### src/rtl/uart_tx_cfg.sv
// Runtime-configurable UART transmitter: start bit, DATA_BITS data bits LSB first, optional parity, 1 or 2 stop bits.
// Define UART_TX_BREAK_EN to add the break_req input and the BREAK / BREAK_MARK line-break states.
module uart_tx_cfg #(
    parameter int DATA_BITS  = 8,
    parameter int OVERSAMPLE = 16,
    parameter int TICK_W     = $clog2(OVERSAMPLE),
    parameter int BIT_W      = 4
) (
    input  logic                 clock,
    input  logic                 reset,
    input  logic                 s_tick,
    input  logic                 tx_start,
    input  logic [DATA_BITS-1:0] tx_data,
    input  logic [1:0]           parity_mode,
    input  logic                 stop2,
`ifdef UART_TX_BREAK_EN
    input  logic                 break_req,
`endif
    output logic                 tx_out,
    output logic                 tx_ready,
    output logic                 tx_busy,
    output logic                 tx_done
);

    typedef enum logic [2:0] {
        S_IDLE       = 3'd0,
        S_START      = 3'd1,
        S_DATA       = 3'd2,
        S_PARITY     = 3'd3,
        S_STOP       = 3'd4,
        S_BREAK      = 3'd5,
        S_BREAK_MARK = 3'd6
    } state_t;

    localparam logic [TICK_W-1:0] TICK_LAST = TICK_W'(OVERSAMPLE - 1);
    localparam logic [BIT_W-1:0]  DATA_LAST = BIT_W'(DATA_BITS - 1);

    state_t               state_q, state_d;
    logic [TICK_W-1:0]    tick_cnt_q, tick_cnt_d;
    logic [BIT_W-1:0]     bit_cnt_q, bit_cnt_d;
    logic [DATA_BITS-1:0] shift_q, shift_d;
    logic                 parity_bit_q, parity_bit_d;
    logic                 parity_en_q, parity_en_d;
    logic                 stop2_q, stop2_d;
    logic                 tx_out_q, tx_out_d;
    logic                 tx_done_q, tx_done_d;
    logic                 bit_adv;

    // Last oversample tick of the current bit period.
    assign bit_adv = s_tick && (tick_cnt_q == TICK_LAST);

    // State register and datapath flops.
    always_ff @(posedge clock) begin
        if (reset) begin
            state_q      <= S_IDLE;
            tick_cnt_q   <= '0;
            bit_cnt_q    <= '0;
            shift_q      <= '0;
            parity_bit_q <= 1'b0;
            parity_en_q  <= 1'b0;
            stop2_q      <= 1'b0;
            tx_out_q     <= 1'b1;
            tx_done_q    <= 1'b0;
        end else begin
            state_q      <= state_d;
            tick_cnt_q   <= tick_cnt_d;
            bit_cnt_q    <= bit_cnt_d;
            shift_q      <= shift_d;
            parity_bit_q <= parity_bit_d;
            parity_en_q  <= parity_en_d;
            stop2_q      <= stop2_d;
            tx_out_q     <= tx_out_d;
            tx_done_q    <= tx_done_d;
        end
    end

    // Next-state and datapath update.
    always_comb begin
        state_d      = state_q;
        tick_cnt_d   = tick_cnt_q;
        bit_cnt_d    = bit_cnt_q;
        shift_d      = shift_q;
        parity_bit_d = parity_bit_q;
        parity_en_d  = parity_en_q;
        stop2_d      = stop2_q;

        if (s_tick) begin
            tick_cnt_d = bit_adv ? '0 : tick_cnt_q + TICK_W'(1);
        end

        case (state_q)
            S_IDLE: begin
                // A tick arriving with the request is deliberately not counted.
                tick_cnt_d = '0;
                bit_cnt_d  = '0;
`ifdef UART_TX_BREAK_EN
                if (break_req) begin
                    state_d = S_BREAK;
                end else
`endif
                if (tx_start) begin
                    state_d      = S_START;
                    shift_d      = tx_data;
                    parity_en_d  = (parity_mode == 2'b01) || (parity_mode == 2'b10);
                    parity_bit_d = (parity_mode == 2'b10) ^ (^tx_data);
                    stop2_d      = stop2;
                end
            end
            S_START: begin
                if (bit_adv) begin
                    state_d   = S_DATA;
                    bit_cnt_d = '0;
                end
            end
            S_DATA: begin
                if (bit_adv) begin
                    shift_d = shift_q >> 1;
                    if (bit_cnt_q == DATA_LAST) begin
                        bit_cnt_d = '0;
                        state_d   = parity_en_q ? S_PARITY : S_STOP;
                    end else begin
                        bit_cnt_d = bit_cnt_q + BIT_W'(1);
                    end
                end
            end
            S_PARITY: begin
                if (bit_adv) begin
                    state_d   = S_STOP;
                    bit_cnt_d = '0;
                end
            end
            S_STOP: begin
                if (bit_adv) begin
                    if (stop2_q && (bit_cnt_q == '0)) begin
                        bit_cnt_d = BIT_W'(1);
                    end else begin
                        bit_cnt_d = '0;
                        state_d   = S_IDLE;
                    end
                end
            end
`ifdef UART_TX_BREAK_EN
            S_BREAK: begin
                tick_cnt_d = '0;
                if (!break_req) begin
                    state_d = S_BREAK_MARK;
                end
            end
            S_BREAK_MARK: begin
                if (bit_adv) begin
                    state_d = S_IDLE;
                end
            end
`endif
            default: begin
                state_d    = S_IDLE;
                tick_cnt_d = '0;
                bit_cnt_d  = '0;
            end
        endcase
    end

    // Line level is decoded from the next state so tx_out stays a pure flop output.
    always_comb begin
        tx_out_d = 1'b1;
        case (state_d)
            S_START:  tx_out_d = 1'b0;
            S_DATA:   tx_out_d = shift_d[0];
            S_PARITY: tx_out_d = parity_bit_d;
`ifdef UART_TX_BREAK_EN
            S_BREAK:  tx_out_d = 1'b0;
`endif
            default:  tx_out_d = 1'b1;
        endcase

`ifdef UART_TX_BREAK_EN
        tx_done_d = ((state_q == S_STOP) || (state_q == S_BREAK_MARK)) && (state_d == S_IDLE);
`else
        tx_done_d = (state_q == S_STOP) && (state_d == S_IDLE);
`endif
    end

    assign tx_out   = tx_out_q;
    assign tx_done  = tx_done_q;
    assign tx_ready = (state_q == S_IDLE);
    assign tx_busy  = ~tx_ready;

endmodule

### config.mk
export PLATFORM = sky130hd
export DESIGN_NAME = uart_tx_cfg
export DESIGN_NICKNAME = d
export VERILOG_FILES = /design/src/rtl/uart_tx_cfg.sv
export SDC_FILE = /design/constraint.sdc
export NUM_CORES = 1
export LEC_CHECK = 0
export ABC_CLOCK_PERIOD_IN_PS = 2500
export CAP_MARGIN = 20
export CORE_MARGIN = 1
export CORE_UTILIZATION = 52
export DETAILED_ROUTE_END_ITERATION = 8
export GPL_TIMING_DRIVEN = 1
export PLACE_DENSITY_LB_ADDON = 0.2
export SLEW_MARGIN = 15
export SYNTH_ARGS = -nofsm -noshare
export SYNTH_HDL_FRONTEND = slang
export SYNTH_SLANG_ARGS = --single-unit
### constraint.sdc
create_clock -name clock -period 2.5 [get_ports clock]
set_input_delay 0.5 -clock clock [delete_from_list [all_inputs] [get_ports clock]]
set_output_delay 0.5 -clock clock [all_outputs]
set_load 0.03 [all_outputs]
==> results of run 1 <==
-- critical path, delay by kind of cell, from the launching register on --
family        cells  cell delay [ps]
simple gates      1              470
buf+inv           1              620
flops             1              450
-- worst min path at each step --
| stage | slack [ps] | end | start |
|---|---|---|---|
| 2_1_floorplan | 450 | stop2_q$_SDFFE_PP0P_ | stop2_q$_SDFFE_PP0P_ |
| 3_3_place_gp | 470 | shift_q[2]$_SDFFE_PP0P_ | shift_q[3]$_SDFFE_PP0P_ |
| 3_5_place_dp | 490 | stop2_q$_SDFFE_PP0P_ | stop2_q$_SDFFE_PP0P_ |
| 4_1_cts | 520 | stop2_q$_SDFFE_PP0P_ | stop2_q$_SDFFE_PP0P_ |
| 5_1_grt | 560 | bit_cnt_q[3]$_SDFFE_PP0P_ | bit_cnt_q[3]$_SDFFE_PP0P_ |
| 6_report | 520 | stop2_q$_SDFFE_PP0P_ | stop2_q$_SDFFE_PP0P_ |
-- repair_timing --
item                                    in CTS  in global routing
endpoints found under the setup margin       0                  1
gates resized for setup                      0                  1
hold endpoints to repair                     0                  0
-- cells in the mapped netlist, types with 3 or more instances --
master | count | area share, %
xnor2_1 | 5 | 3.5
a21oi_1 | 5 | 2.0
clkbuf_1 | 4 | 1.2
nand2_1 | 6 | 1.8
mux2i_1 | 3 | 2.4
a211oi_1 | 3 | 1.8
dfxtp_1 | 24 | 39
nand3_1 | 3 | 1.2
nor3b_1 | 3 | 1.8
nor2_1 | 24 | 7.3
ha_1 | 4 | 4.0
inv_1 | 6 | 1.8
o21ai_0 | 3 | 1.2
a222oi_1 | 6 | 4.8
-- state kept, by name, indices dropped and copies added (netlist names) --
| name | cells |
|---|---|
| shift_q | 8 |
| bit_cnt_q | 4 |
| tick_cnt_q | 4 |
| state_q | 3 |
| parity_bit_q | 1 |
| parity_en_q | 1 |
| stop2_q | 1 |
| tx_done | 1 |
| tx_out | 1 |
-- cells in the final DEF (no fill, tap or decap), types with 2 or more instances in the layout --
cell type	synthesis	layout
nand3_1	3	3
nor3_1	2	2
a222oi_1	6	6
nor2b_1	2	2
nand2_1	6	6
a21oi_1	5	5
ha_1	4	4
xor2_1	2	2
dfxtp_1	24	24
clkbuf_4	0	3
and2_1	2	2
mux2i_1	3	3
nor2_1	24	24
clkdlybuf4s50_1	0	17
nor4bb_1	2	2
a211oi_1	3	3
o21ai_0	3	3
a31oi_1	2	2
nor3b_1	3	3
buf_4	1	8
xnor2_1	5	5
o21ai_1	2	2
inv_1	6	6
-- metal layers --
| metal | up-vias | share of wire (%) | routed length, um | GRT usage, % |
|---|---|---|---|---|
| met5 | - | 0 | 0 | 0 |
| met4 | 0 | 1.7 | 44 | 9.72 |
| met3 | 5 | 4.1 | 107 | 3.94 |
| met2 | 27 | 50 | 1330 | 39.8 |
| met1 | 531 | 44 | 1150 | 28.1 |
| li1 | 554 | - | - | - |
-- power by group through the flow --
stage               clock network [mW]  registers [mW]  logic (mW)
finish                           0.284           0.410       0.156
global route                     0.307           0.412       0.173
CTS                              0.289           0.410       0.156
detailed placement                   0           0.419       0.155
global placement                     0           0.419       0.151
floorplan                            0           0.421      0.0930
-- cell type report --
type | instances | area, um^2 | area share, %
multi-input cells | 101 | 704 | 45.8
flip-flops and latches | 24 | 480 | 31.2
repair buffers | 26 | 243 | 15.8
well taps | 28 | 35.0 | 2.28
clock inverters | 1 | 30.0 | 1.95
clock buffers | 3 | 22.5 | 1.46
inverters | 6 | 22.5 | 1.46
-- cell families (layout without fill, tap and decap cells) --
logic type / Yosys count / after routing / share of synthesized area, %
xor gates and xnor gates: 8 / 8 / 6.77
buffers and inverters: 13 / 36 / 4.34
AOI/OAI and AO/OA: 29 / 29 / 17.7
adders and majority gates: 4 / 4 / 4.04
and+or+nand+nor: 57 / 57 / 26.0
DFF: 24 / 24 / 38.8
muxes: 3 / 3 / 2.42
==> impl_metrics.env, run 1 <==
export IMPL_status="finished, final reports clean"
export IMPL_antenna_found_initial=0
export IMPL_coreArea_um2=2230
export IMPL_hpwl_mm=1.96
export IMPL_drive_gt1_share_pct=10.6
export IMPL_p_sw_share_pct=24.2
export IMPL_setup_viol=0
export IMPL_syn_cell_area_um2=1240
export IMPL_dpl_worst_slack_ps=30.1
export IMPL_reg2reg_to="tx_out$_SDFF_PP1_"
export IMPL_maxCapViolations=0
export IMPL_drtAntennaViolNets=0
export IMPL_finalInstanceArea_um2=1540
export IMPL_ys_seq_elements=24
export IMPL_fill_cells=178
export IMPL_min_path_cells=2
export IMPL_grt_pass1_vias=981
export IMPL_ys_types=46
export IMPL_power_uw=850
export IMPL_syn_nets=157
export IMPL_synth_yosys_seq_area_share_pct=38.8
export IMPL_fp_dieArea_um2=2580
export IMPL_nets=181
export IMPL_endpoint="tx_busy"
export IMPL_grt_overflow_total=0
export IMPL_cts_hold_buf=0
export IMPL_tns_ps=0
export IMPL_htree_levels=1
export IMPL_crit_type="flop to output pin"
export IMPL_min_period_over_period_pct=94.6
export IMPL_num_vias=1117
export IMPL_synth_warnings=0
export IMPL_crit_arrival_ps=1870
export IMPL_clk_pin_slew_ps=140
export IMPL_vias_per_cell=5.91
export IMPL_slew_limit_headroom_pct=70.5
export IMPL_cts_tree="built"
export IMPL_synth_edf_count=0
export IMPL_critPathSlowestCell="clkdlybuf4s50_1"
export IMPL_max_freq_ghz=0.423
export IMPL_path_cells="or3_1, clkdlybuf4s50_1"
export IMPL_place_gp_congestion=0.922
export IMPL_async_reset_ff_share_pct=0
export IMPL_cts_sinks=24
export IMPL_grt_setup_unrepaired="false"
export IMPL_whs_ps=515
export IMPL_dieHeight_um=50.8
export IMPL_drt_iter0_drc=40
export IMPL_initial_core_util_pct=55.5
export IMPL_cts_setup_buffers=0
export IMPL_insertion_delay_ps=330
export IMPL_drc=0
export IMPL_cts_root_buf="clkbuf_4"
export IMPL_pwr_share_clk_pct=33.4
export IMPL_place_area_um2=1480
export IMPL_ios=19
export IMPL_cts_buffer_depth=2
export IMPL_utilization_pct=68.9
export IMPL_fin_skew_ps=8.59
export IMPL_hp_class="flop to flop"
export IMPL_pwr_density_cell_nw_per_um2=553
export IMPL_die_x_um=50.8
export IMPL_finalMaxSlewViolations=0
export IMPL_worst_pin_slew_ps=441
export IMPL_start_kind="flop"
export IMPL_rows=17
export IMPL_antenna_cells=0
export IMPL_syn_inst=138
export IMPL_crit_start="state_q[1]$_SDFF_PP0_"
export IMPL_dpl_cell_count=185
export IMPL_p_int_uw=645
export IMPL_setup_ws_ps=135
export IMPL_critPathMaxFanout=12
export IMPL_grt_max_degree=17
export IMPL_end_kind="output pin"
export IMPL_area_growth_pct=24.1
export IMPL_switchingPower_uw=205
export IMPL_track_usage_pct=23.1
export IMPL_io_buffers=18
export IMPL_period_needed_ps=2370
export IMPL_synth_area_per_cell_um2=8.98
export IMPL_r2r_cells=6
export IMPL_first_pass_iters=6
export IMPL_power_frac_comb_pct=18.3
export IMPL_ir_worst_vdd_mv=0.477
export IMPL_p_leak_nw=0.591
export IMPL_worstReg2RegStart="tick_cnt_q[0]$_SDFFE_PP0P_"
export IMPL_layoutNonFillerInstCount=189
export IMPL_seq_power_share_pct=48.3
export IMPL_reg2reg_setup_slack_ps=380
export IMPL_wl_mm=2.64
export IMPL_wl_per_cell_um=13.9
export IMPL_cts_inserted_buffers=3
export IMPL_hold_viol=0
export IMPL_cp_required_ps=2000
export IMPL_ys_flop_type="dfxtp_1"
export IMPL_slowest_delay_ps=620
export IMPL_grt_first_pass_wirelength_mm=4.36
Note: power is estimated with default switching activity, not from simulation.
==> run 2: changes to the inputs <==
--- a/config.mk
+++ b/config.mk
@@ -5,7 +5,7 @@
 export SDC_FILE = /design/constraint.sdc
 export NUM_CORES = 1
 export LEC_CHECK = 0
-export ABC_CLOCK_PERIOD_IN_PS = 2500
+export ABC_CLOCK_PERIOD_IN_PS = 2250
 export CAP_MARGIN = 20
 export CORE_MARGIN = 1
 export CORE_UTILIZATION = 52
==> constraint.sdc (replaced) <==
create_clock -name clock -period 2.25 [get_ports clock]
set_input_delay 0.45 -clock clock [delete_from_list [all_inputs] [get_ports clock]]
set_output_delay 0.45 -clock clock [all_outputs]
set_load 0.03 [all_outputs]
==> run 2 against run 1 <==
  * Cell count rose by 2.6%
  * Register-to-register slack worse by 260 ps
  * Clock-buffer cell count unchanged
  * Utilization is 0.90 points higher
  * Global-route usage shrank 0.16 points
  * Die area unchanged
  * Total power decreased by 1.9%
  * Setup slack worse by 11 ps
  * Worst hold slack better by 5.2 ps
  * Via count increased by 3.8%
  * Non-clock buffer count increased by 6
  * Highest routed layer unchanged
==> impl_metrics.env, run 2 (synthesized netlist as in run 1, its figures left out) <==
export IMPL_area_growth_pct=25.8
export IMPL_layoutNonFillerInstCount=194
export IMPL_reg_top3="shift_q: 8 flops, bit_cnt_q: 4 flops, tick_cnt_q: 4 flops"
export IMPL_rows=17
export IMPL_die_x_um=50.8
export IMPL_wl_mm=2.61
export IMPL_drt_iter0_drc=31
export IMPL_largest_reg_flops=8
export IMPL_io_buffers=18
export IMPL_vias_per_cell=5.97
export IMPL_p_leak_nw=0.617
export IMPL_antenna_found_initial=0
export IMPL_antenna_cells=0
export IMPL_fp_dieArea_um2=2580
export IMPL_r2r_cells=6
export IMPL_grt_use_met2_pct=38.9
export IMPL_dpl_worst_slack_ps=-217
export IMPL_hold_viol=0
export IMPL_path_cells="ha_1, nand4_2, a2111o_1, a221o_1, nor4_2, nor3_1"
export IMPL_crit_arrival_ps=2340
export IMPL_setup_viol=0
export IMPL_coreArea_um2=2230
export IMPL_clk_pin_slew_ps=130
export IMPL_critPathMaxFanout=5
export IMPL_power_uw=834
export IMPL_cts_buffer_depth=2
export IMPL_grt_busiest_layer="met2"
export IMPL_maxCapViolations=0
export IMPL_hpwl_mm=1.98
export IMPL_max_freq_ghz=0.470
export IMPL_pwr_density_cell_nw_per_um2=535
export IMPL_grt_setup_unrepaired="false"
export IMPL_worst_pin_slew_ps=507
export IMPL_critPathSlowestCell="a2111o_1"
export IMPL_ios=19
export IMPL_met1_usage_pct=29.1
export IMPL_place_gp_congestion=0.948
export IMPL_dpl_cell_count=191
export IMPL_ir_worst_vdd_mv=0.433
export IMPL_initial_core_util_pct=55.5
export IMPL_grt_first_pass_wirelength_mm=4.51
export IMPL_dieHeight_um=50.8
export IMPL_htree_levels=1
export IMPL_status="finished, final reports clean"
export IMPL_grt_overflow_total=0
export IMPL_crit_type="flop to flop"
export IMPL_drtAntennaViolNets=0
export IMPL_track_usage_pct=22.9
export IMPL_grt_max_degree=17
export IMPL_fin_skew_ps=8.58
export IMPL_period_needed_ps=2130
export IMPL_num_vias=1159
export IMPL_slew_limit_headroom_pct=66.2
export IMPL_cts_tree="built"
export IMPL_insertion_delay_ps=320
export IMPL_drive_gt1_share_pct=13.9
export IMPL_grt_util_met3_pct=3.64
export IMPL_first_pass_iters=4
export IMPL_setup_ws_ps=123
export IMPL_grt_pass1_vias=1074
export IMPL_hp_class="flop to flop"
export IMPL_tns_ps=0
export IMPL_end_kind="flop"
export IMPL_utilization_pct=69.7
export IMPL_min_period_over_period_pct=94.5
export IMPL_cp_required_ps=2460
export IMPL_slowest_delay_ps=440
export IMPL_regMostFlops="shift_q"
export IMPL_cts_root_buf="clkbuf_4"
export IMPL_min_path_cells=2
export IMPL_drc=0
export IMPL_start_kind="flop"
export IMPL_cts_sinks=24
export IMPL_cts_inserted_buffers=3
export IMPL_final_cell_mix="nor2_1, dfxtp_1, clkdlybuf4s50_1"
export IMPL_finalMaxSlewViolations=0
export IMPL_wl_per_cell_um=13.5
export IMPL_nets=187
==> run 2: power breakdown <==
group,total [mW],switching (mW),internal (mW)
logic,0.184,0.0867,0.0978
clock network,0.194,0.131,0.0628
registers,0.456,0.0105,0.446
==> run 2: critical path: cells and delay by family (launching register included) <==
family / cells / cell delay (ps)
AO/OA/AOI/OAI: 2 / 830
adder cells (fa/ha/maj): 1 / 250
flip-flops: 1 / 420
AND/OR/NAND/NOR: 3 / 520
==> run 2: timing repair <==
action	in CTS	in global routing
hold buffers	0	0
setup buffers	0	0
endpoints found under the setup margin	1	2
gates cloned	0	0
gates resized for setup	1	3
==> run 2: path summary, 6_finish.rpt <==
check                             startpoint                 endpoint  slack (ps)
setup / recovery  tick_cnt_q[0]$_SDFFE_PP0P_        tx_out$_SDFF_PP1_         120
hold / removal       shift_q[4]$_SDFFE_PP0P_  shift_q[3]$_SDFFE_PP0P_         520
setup reg to reg  tick_cnt_q[0]$_SDFFE_PP0P_        tx_out$_SDFF_PP1_         120
hold reg to reg      shift_q[4]$_SDFFE_PP0P_  shift_q[3]$_SDFFE_PP0P_         520
==> run 2: layout make-up <==
class                   instances  area (um^2)
clock buffers                   3         22.5
fillers                       185          676
inverters                       6         22.5
multi-input cells             101          711
flip-flops and latches         24          480
well taps                      28         35.0
repair buffers                 32          287
==> run 2: routing by layer <==
metal  up-vias  wire length, um
li1        563                -
met5         -                0
met3         4               90
met4         0               33
met2        26             1270
met1       566             1220
==> run 2: stage by stage <==
step                      hold slack, ps  area (um^2)
final                                520         1560
after global routing                 561         1560
after CTS                            519         1550
after detailed placement             489         1530
after global placement               475         1530
after floorplan                      451         1240
==> run 3: changes to the inputs <==
--- a/config.mk
+++ b/config.mk
@@ -5,10 +5,11 @@
 export SDC_FILE = /design/constraint.sdc
 export NUM_CORES = 1
 export LEC_CHECK = 0
+export ABC_AREA = 1
 export ABC_CLOCK_PERIOD_IN_PS = 2250
 export CAP_MARGIN = 20
 export CORE_MARGIN = 1
-export CORE_UTILIZATION = 52
+export CORE_UTILIZATION = 30
 export DETAILED_ROUTE_END_ITERATION = 8
 export GPL_TIMING_DRIVEN = 1
 export PLACE_DENSITY_LB_ADDON = 0.2
@@ -16,3 +17,4 @@
 export SYNTH_ARGS = -nofsm -noshare
 export SYNTH_HDL_FRONTEND = slang
 export SYNTH_SLANG_ARGS = --single-unit
+export TNS_END_PERCENT = 10
==> run 3 against run 2 <==
  * Synthesized cell count grew 42%
  * Global-route usage down 11 points
  * Die area up 89%
  * Clock skew is 1.3 ps lower
  * Design area rose by 6.3%
  * Critical path type is now flop to output pin
==> impl_metrics.env, run 3 <==
export IMPL_status="finished, final reports clean"
export IMPL_min_period_over_period_pct=92.9
export IMPL_final_cell_mix="nand2_1, dfxtp_1, inv_1"
export IMPL_cts_resized=0
export IMPL_fin_skew_ps=7.25
export IMPL_finalInstanceArea_um2=1660
export IMPL_dieHeight_um=69.9
export IMPL_die_x_um=69.9
export IMPL_coreArea_um2=4380
export IMPL_p_sw_share_pct=26.3
export IMPL_num_vias=1240
export IMPL_regArea_um2=480
export IMPL_cts_buffer_depth=2
export IMPL_cts_sinks=24
export IMPL_hpwl_mm=2.20
export IMPL_slew_limit_headroom_pct=79.7
export IMPL_netlist_top_cells_area="dfxtp_1, nand2_1, a21oi_1, nand3_1, inv_1"
export IMPL_ios=19
export IMPL_fp_dieArea_um2=4880
export IMPL_pwr_share_clk_pct=31.9
export IMPL_wl_mm=2.77
export IMPL_maxCapViolations=0
export IMPL_vias_per_cell=4.64
export IMPL_fill_cells=468
export IMPL_track_usage_pct=12.3
export IMPL_switchingPower_uw=239
export IMPL_drive_gt1_share_pct=9.77
export IMPL_mostFrequentLayoutCell="nand2_1"
export IMPL_hp_class="flop to flop"
export IMPL_cts_root_buf="clkbuf_8"
export IMPL_synth_yosys_seq_area_share_pct=34.8
export IMPL_io_buffers=18
export IMPL_synthMostInstantiatedCell="nand2_1"
export IMPL_yosysTopAreaCellShare_pct=34.8
export IMPL_ys_types=30
export IMPL_synth_area_per_cell_um2=7.05
export IMPL_place_gp_congestion=0.741
export IMPL_antenna_cells=0
export IMPL_ys_seq_elements=24
export IMPL_synth_common_cells="nand2_1, dfxtp_1, inv_1, a21oi_1, nand3_1"
export IMPL_post_synth_top_area_cell="dfxtp_1"
export IMPL_drt_iter0_drc=80
export IMPL_cp_required_ps=1800
export IMPL_rows=24
export IMPL_setup_viol=0
export IMPL_syn_cell_area_um2=1380
export IMPL_max_freq_ghz=0.478
export IMPL_wl_per_cell_um=10.4
export IMPL_insertion_delay_ps=260
export IMPL_first_pass_iters=4
export IMPL_initial_core_util_pct=31.5
export IMPL_ys_flop_type="dfxtp_1"
export IMPL_power_frac_comb_pct=17.9
export IMPL_end_kind="output pin"
export IMPL_worst_pin_slew_ps=304
export IMPL_grt_overflow_total=0
export IMPL_nets=235
export IMPL_dpl_worst_slack_ps=184
export IMPL_pwr_density_cell_nw_per_um2=549
export IMPL_drtAntennaViolNets=0
export IMPL_place_area_um2=1600
export IMPL_cts_hold_buf=0
export IMPL_critPathMaxFanout=6
export IMPL_synth_edf_count=0
export IMPL_seq_power_share_pct=50.2
export IMPL_finalMaxSlewViolations=0
export IMPL_multi_input_area_um2=761
export IMPL_async_reset_ff_share_pct=0
export IMPL_htree_levels=1
export IMPL_tns_ps=0
export IMPL_crit_arrival_ps=1640
export IMPL_hold_viol=0
export IMPL_grt_max_degree=16
export IMPL_layoutNonFillerInstCount=267
export IMPL_crit_type="flop to output pin"
export IMPL_setup_ws_ps=160
export IMPL_cts_setup_buffers=0
export IMPL_regMostFlops="shift_q"
export IMPL_grt_setup_unrepaired="false"
export IMPL_period_needed_ps=2090
export IMPL_clk_pin_slew_ps=90
export IMPL_p_int_uw=670
export IMPL_dpl_cell_count=263
export IMPL_whs_ps=480
export IMPL_cts_tree="built"
export IMPL_ir_worst_vdd_mv=0.554
export IMPL_start_kind="flop"
export IMPL_utilization_pct=37.8
export IMPL_synth_warnings=0
export IMPL_cts_inserted_buffers=3
export IMPL_grt_pass1_vias=1145
export IMPL_syn_inst=196
export IMPL_largest_reg_flops=8
export IMPL_drc=0
export IMPL_antenna_found_initial=0
export IMPL_power_uw=910
export IMPL_p_leak_nw=0.712
export IMPL_syn_nets=215
export IMPL_grt_first_pass_wirelength_mm=4.84
export IMPL_area_growth_pct=19.8
export IMPL_reg_top3="shift_q: 8 flops, bit_cnt_q: 4 flops, tick_cnt_q: 4 flops"
-- run 3: changes by cell type after synthesis, sizes merged, moves of 4 or more --
cell	delta
nand2	+39
inv	+20
nand3	+19
a21oi	+14
o21ai	+8
a222oi	-6
xnor2	-5
nor2	-4
-- run 3: cells by family after synthesis --
logic type / count (synthesis) / synth area share (%)
simple gates: 96 / 33.8
compound gates: 38 / 15.7
buf+inv: 31 / 10.2
flops: 24 / 34.8
fa+ha+maj: 4 / 3.62
xor+xnor: 2 / 1.27
mux: 1 / 0.724
-- run 3: power by group through the flow --
stage / Combinational (mW) / Sequential (mW) / Clock, mW
global placement: 0.165 / 0.467 / 0
floorplan: 0.106 / 0.466 / 0
detailed placement: 0.165 / 0.467 / 0
finish: 0.163 / 0.457 / 0.290
global route: 0.186 / 0.459 / 0.317
CTS: 0.166 / 0.457 / 0.301
-- run 3: per-layer routing --
metal | share of wire (%) | vias to the layer above | global-route usage (%) | routed length [um]
met5 | 0 | - | 0 | 0
met4 | 0.51 | 0 | 2.00 | 14
met3 | 2.7 | 2 | 3.46 | 75
met2 | 48 | 12 | 21.6 | 1330
met1 | 49 | 544 | 15.0 | 1350
li1 | - | 682 | - | -
-- run 3: final cells by class --
cell class	count	area share (%)
clock buffers	4	3.32
inverters	26	6.04
multi-input cells	141	45.9
flip-flops and latches	24	29.0
well taps	52	3.93
repair buffers	20	11.8
-- run 3: path summary, 6_finish.rpt --
| kind | from | endpoint | slack [ps] | cells after the start |
|---|---|---|---|---|
| worst max-delay path | state_q[0]$_SDFF_PP0_ | tx_ready | 160 | 4 |
| worst min-delay path | shift_q[7]$_SDFFE_PP0P_ | shift_q[7]$_SDFFE_PP0P_ | 480 | 2 |
| worst max register to register | state_q[2]$_SDFF_PP0_ | tx_out$_SDFF_PP1_ | 650 | 10 |
| worst min register to register | shift_q[7]$_SDFFE_PP0P_ | shift_q[7]$_SDFFE_PP0P_ | 480 | 2 |
-- run 3: worst max-delay path, cell delays in order (launching register included) --
cell             delay (ps)
dfxtp_1                 360
inv_2                   120
nand3_4                 130
inv_4                    90
clkdlybuf4s50_1         660
